[src/rtl/frank_control_unit.sv]
// frank_control_unit: FRANK6000 main sequencer. Decodes the 4-bit opcode into
// datapath mux selects and write strobes using a FETCH / CYCLE1 / IDLE(CYCLE2)
// state machine. All control outputs are Mealy-decoded from (state, opcode).
// Optional feature macro: CU_DEBUG_STATE_EN exposes the state register as o_state.

`define NOP     4'h0
`define JMP     4'h1
`define JCOND   4'h2
`define R2_FLR  4'h3
`define ALU_WI  4'h4
`define LD_W    4'h5
`define ST_F    4'h6
`define LD_ADDR 4'h7
`define RET     4'h9
`define CALLS   4'hC

module frank_control_unit (
  input  logic       i_clk,
  input  logic       i_rst,
  input  logic       i_en,
  input  logic [3:0] i_control_input,
  output logic       o_jump,
  output logic [1:0] o_j_mode,
  output logic       o_call,
  output logic       o_return,
  output logic       o_ADDRin,
  output logic       o_FRin,
  output logic [1:0] o_WREGin,
  output logic       o_ALUin1,
  output logic       o_ALUin2,
  output logic       o_PCw,
  output logic       o_ADDRw,
  output logic       o_FRw,
  output logic       o_WREGw,
  output logic       o_STATUSw
`ifdef CU_DEBUG_STATE_EN
  ,
  output logic [1:0] o_state
`endif
);

  typedef enum logic [1:0] {
    S_IDLE   = 2'b00,
    S_FETCH  = 2'b01,
    S_CYCLE1 = 2'b10,
    S_UNUSED = 2'b11
  } state_t;

  state_t      r_state;
  logic [15:0] w_v_fetch;
  logic [15:0] w_v_cycle1;
  logic        w_long;
  logic [15:0] w_v;

  // Opcode decode: control vector for FETCH, for CYCLE1, and whether the
  // instruction needs the extra IDLE/CYCLE2 slot after CYCLE1.
  always_comb begin
    w_v_fetch  = 16'h0010;
    w_v_cycle1 = 16'h0000;
    w_long     = 1'b0;
    case (i_control_input)
      `JMP:     w_v_fetch = 16'h8010;
      `JCOND:   w_v_fetch = 16'hC010;
      `RET:     w_v_fetch = 16'h0810;
      `CALLS:   w_v_fetch = 16'hB010;
      `R2_FLR: begin
        w_v_fetch  = 16'h0000;
        w_v_cycle1 = 16'h0033;
        w_long     = 1'b1;
      end
      `ALU_WI: begin
        w_v_fetch  = 16'h0000;
        w_v_cycle1 = 16'h0053;
        w_long     = 1'b1;
      end
      `LD_W: begin
        w_v_fetch  = 16'h0000;
        w_v_cycle1 = 16'h0092;
        w_long     = 1'b1;
      end
      `ST_F: begin
        w_v_fetch  = 16'h0000;
        w_v_cycle1 = 16'h0014;
        w_long     = 1'b1;
      end
      `LD_ADDR: begin
        w_v_fetch  = 16'h0000;
        w_v_cycle1 = 16'h0018;
        w_long     = 1'b1;
      end
      default: ;
    endcase
  end

  // State sequencing; holds whenever the sequencer is disabled.
  always_ff @(posedge i_clk or negedge i_rst) begin
    if (!i_rst)
      r_state <= S_IDLE;
    else if (i_en)
      case (r_state)
        S_IDLE:   r_state <= S_FETCH;
        S_FETCH:  r_state <= S_CYCLE1;
        S_CYCLE1: r_state <= w_long ? S_IDLE : S_FETCH;
        default:  r_state <= S_IDLE;
      endcase
  end

  // Output select: disabled, reset, IDLE and the unused state all drive zero.
  always_comb begin
    w_v = (!i_rst || !i_en)      ? 16'h0000   :
          (r_state == S_FETCH)   ? w_v_fetch  :
          (r_state == S_CYCLE1)  ? w_v_cycle1 : 16'h0000;
  end

  assign o_jump    = w_v[15];
  assign o_j_mode  = w_v[14:13];
  assign o_call    = w_v[12];
  assign o_return  = w_v[11];
  assign o_ADDRin  = w_v[10];
  assign o_FRin    = w_v[9];
  assign o_WREGin  = w_v[8:7];
  assign o_ALUin1  = w_v[6];
  assign o_ALUin2  = w_v[5];
  assign o_PCw     = w_v[4];
  assign o_ADDRw   = w_v[3];
  assign o_FRw     = w_v[2];
  assign o_WREGw   = w_v[1];
  assign o_STATUSw = w_v[0];

`ifdef CU_DEBUG_STATE_EN
  assign o_state = r_state;
`endif

endmodule

[config.mk]
export PLATFORM = sky130hd
export DESIGN_NAME = frank_control_unit
export DESIGN_NICKNAME = d
export VERILOG_FILES = /design/src/rtl/frank_control_unit.sv
export SDC_FILE = /design/constraint.sdc
export NUM_CORES = 1
export LEC_CHECK = 0
export CAP_MARGIN = 30
export CORE_AREA = 2 2 39 41
export CTS_CLUSTER_DIAMETER = 200
export DETAILED_ROUTE_END_ITERATION = 8
export DIE_AREA = 0 0 41 43
export GPL_TIMING_DRIVEN = 0
export SLEW_MARGIN = 25
export SYNTH_ARGS = -nofsm -noshare
export SYNTH_HDL_FRONTEND = slang
export SYNTH_SLANG_ARGS = --single-unit
[constraint.sdc]
create_clock -name i_clk -period 1.77 [get_ports i_clk]
set_clock_uncertainty 0.1 [all_clocks]
set_input_delay 0.177 -clock i_clk [delete_from_list [all_inputs] [get_ports i_clk]]
set_output_delay 0.177 -clock i_clk [all_outputs]
set_load 0.02 [all_outputs]
==> reports/summary.md <==
The worst-case setup margin in the final layout came out at -0.105 ns. Global routing used 11.9% of the available met1 tracks. Dividing the detail-routed wire length by the instance count gives 11.2 µm.

The die covers 1760 µm². The floorplan has 14 rows. Final-report setup violation count: 3.

For the arrival time at the worst endpoint, the log shows 1.60 ns. In this run the remaining antenna-violating nets after routing total 0. Global routing used 10.8% of the available tracks. The tools report the element type at the critical path end as an output pin. Global routing consumed, on the met3 layer, 2.09% of the routing resources. Port buffering added 17 buffers. The proportion of power drawn by flip-flops and latches is 25.9%, and the number of clock buffers inserted by TritonCTS is 3. The worst-case IR drop observed on VDD is 254 µV. For this run, the post-layout net count is 77.

The first detailed-routing pass ran for 2 iterations. The run gives 337 as the number of global-route vias before repair. For the pin count of the biggest net entering global routing, the log shows 11. The layer flagged by global routing as most heavily used is met2. In this run, synthesis produced a sequential element count of 2. Setup repair after global routing could not meet its margin everywhere. The clock edge transition at the registers on the reported setup and hold paths is 0.03 ns. The cell-internal power is 238 µW, and the initial detailed-routing violation count is 5. Post-place setup slack: -0.681 ns. Walking the worst path, the cells encountered are nand4b_4, or3b_4, buf_6, nor3_4, buf_6.

The number of flip-flops in the largest register is 2, and the fraction of power spent switching nets is 36.3%. After detailed routing, the total wire length is 939 µm. The global-route wire length before repair is 1.27 mm. Compared with the post-synthesis result, the final layout area differs by 70.7%.

Summed over all nets, the half-perimeter wirelength after detailed placement is 674 µm. Number of failing hold endpoints at the final stage: 0. The met2 global-route usage was 16.3%. The worst setup path is launched from a register. Number of antenna violations at the first check in global routing: 0. The minimum clock period was 1.88 ns; the total power of the final layout was 374 µW. The cell count after synthesis is 41. For the total of max-cap violations, the log shows 0.

For this design, the slowest cell found on the critical path is or3b_4. For this run, the top clock speed supported by timing is 0.533 GHz. The width of the die works out to 41 µm. The initial utilization of the core area, before any placement, comes to 23.8%. Each instance of the synthesized netlist takes up on average 8.03 µm². The critical path in this run is classified as reg2out. The register bank with the most flops is r_state. TritonCTS built the clock tree. Of the cells placed in the final design, the portion with a size suffix greater than 1 is 54.4%. Register-to-register setup slack: 0.72 ns. Number of I/O pins: 23. The dominant cell type by count on the critical path was buf_6.

In this run, the combinational gates consume 47.2% of the power. The final reports fail on negative setup slack. Summed over all layers, the global routing overflow is 0. Of the available clock period, the critical path in the final layout requires 106%. The clock network burns 26.9% of the power.

Clock latency on the worst-skew pair, taken at its later pin, is 0.22 ns. In the routed design, unresolved DRC markers number 0. The root buffer cell chosen for the clock tree is clkbuf_4.

For this design the ratio of total power to cell area is 667 nW/µm². Routability-driven placement finished with a final weighted congestion of 0.635. The flow ran to the end, but the final reports show violations.

The area inside the core boundary was 1380 µm². The logs give 2 for the maximum buffer depth of the clock tree and 1 for the number of levels the H-tree was split into. The clock net in this run drives a total of 2 sinks. The min-delay analysis places its worst path in the category in2reg. The tools report the sequential-to-total area share from yosys stat as 15.2%. The die is 43 µm tall.

For the leakage power of the design, the log shows 0.000266 µW. The delay of the slowest cell on the worst path works out to 0.42 ns. Using the TritonRoute via totals, the vias-per-cell ratio works out to 4.55.

The largest registers in the layout are r_state x2. For the worst setup path, the data required time is 1.49 ns. The count of inserted antenna diode cells came out at 0.

The tools report the switching power as 136 µW. The mapped netlist covers 329 µm². Number of warnings printed during yosys synthesis: 0. Along the worst path, the maximum fanout reaches 4. The logs give 0 for the number of max-slew violations in the final report and 26 for the count of cell types in the netlist.

Number of vias after detailed routing: 382.
-- power by group through the flow --
stage | sequential, µW | combinational, µW | clock (µW)
after floorplan | 91.8 | 110 | 0
after global placement | 94.5 | 150 | 0
after detailed placement | 95.9 | 152 | 0
after CTS | 95.4 | 174 | 108
after global routing | 100 | 192 | 111
final | 96.8 | 177 | 101
-- cell usage in the layout (no fill, tap or decap), types with 2 or more instances in the layout --
cell	count
dlygate4sd2_1	2
buf_2	4
nand2_1	2
conb_1	3
nand3_1	2
dfrtp_1	2
a211oi_1	2
nand2b_1	2
nor2_1	5
clkbuf_4	3
buf_6	4
buf_4	11
clkbuf_2	5
-- cells in the mapped netlist --
cell / n / area [µm²]
or3b_4: 1 / 11.3
nor4_1: 1 / 6.26
dfrtp_1: 2 / 50.1
nor3_1: 2 / 10.0
inv_1: 1 / 3.75
a31oi_1: 1 / 6.26
nand4_1: 1 / 6.26
nand4b_4: 1 / 23.8
nand3_1: 2 / 10.0
conb_1: 1 / 3.75
or4b_4: 1 / 13.8
o31a_1: 1 / 8.76
a21oi_2: 1 / 8.76
nand2_1: 2 / 7.51
buf_4: 5 / 37.5
buf_6: 1 / 11.3
nor2_1: 6 / 22.5
nand2b_1: 2 / 12.5
a21oi_1: 1 / 5.00
nor2b_1: 1 / 6.26
mux2i_1: 1 / 10.0
or2_2: 1 / 6.26
nor3b_2: 1 / 12.5
xnor2_1: 1 / 8.76
mux2_2: 1 / 11.3
a211oi_1: 2 / 15.0
-- final cells by class --
type,count,area (µm²)
timing repair buffer,22,161
tap,16,20.0
clock buffer,3,22.5
multi-input combinational,34,255
inverter,1,3.75
buffer,6,48.8
sequential,2,50.0
fill,150,822
-- critical path, delay by kind of cell, from the launching register on --
kind | cells | cell delay (ns)
buffers and inverters | 2 | 0.27
and+or+nand+nor | 3 | 0.72
DFF | 1 | 0.40
-- metrics by stage --
stage	setup TNS (ns)	area [µm²]	utilization, %	instances	hold slack (ns)
4_1_cts	-0.217	568	41.0	83	0.287
3_5_place_dp	-6.46	527	38.1	76	0.324
3_3_place_gp	-6.51	527	38.1	76	0.320
2_1_floorplan	0	337	-	43	-0.219
5_1_grt	-0.467	562	40.6	84	0.341
6_report	-0.236	562	40.6	84	0.287
-- cells by family after synthesis --
group	after synthesis	synth area share (%)
simple gates	22	45.2
flops	2	15.2
buf+inv	7	16.0
other cells	1	1.14
xor+xnor	1	2.66
mux	2	6.46
compound gates	6	13.3
-- final timing paths --
path                               startpoint    endpoint  depth (start not counted)
setup / recovery                   r_state[0]    o_ALUin1                          5
hold / removal             i_control_input[3]  r_state[0]                          3
setup reg to reg                   r_state[0]  r_state[1]                          2
hold reg to reg                    r_state[0]  r_state[0]                          2
max in group asynchronous               i_rst  r_state[0]                          2
min in group asynchronous               i_rst  r_state[1]                          2
-- repair_timing --
item | CTS | global route
hold buffers | 1 | 0
resized for setup | 54 | 19
endpoints found under the hold margin | 2 | 0
setup buffers | 3 | 1
pin swaps | 2 | 2
setup endpoints to repair | 13 | 12
-- layer usage --
layer	part of all wire [%]	routed length [µm]
met1	41	387
met2	50	466
met3	9.1	85
met4	0	0
met5	0	0
Power figures use the tool's default switching activity.
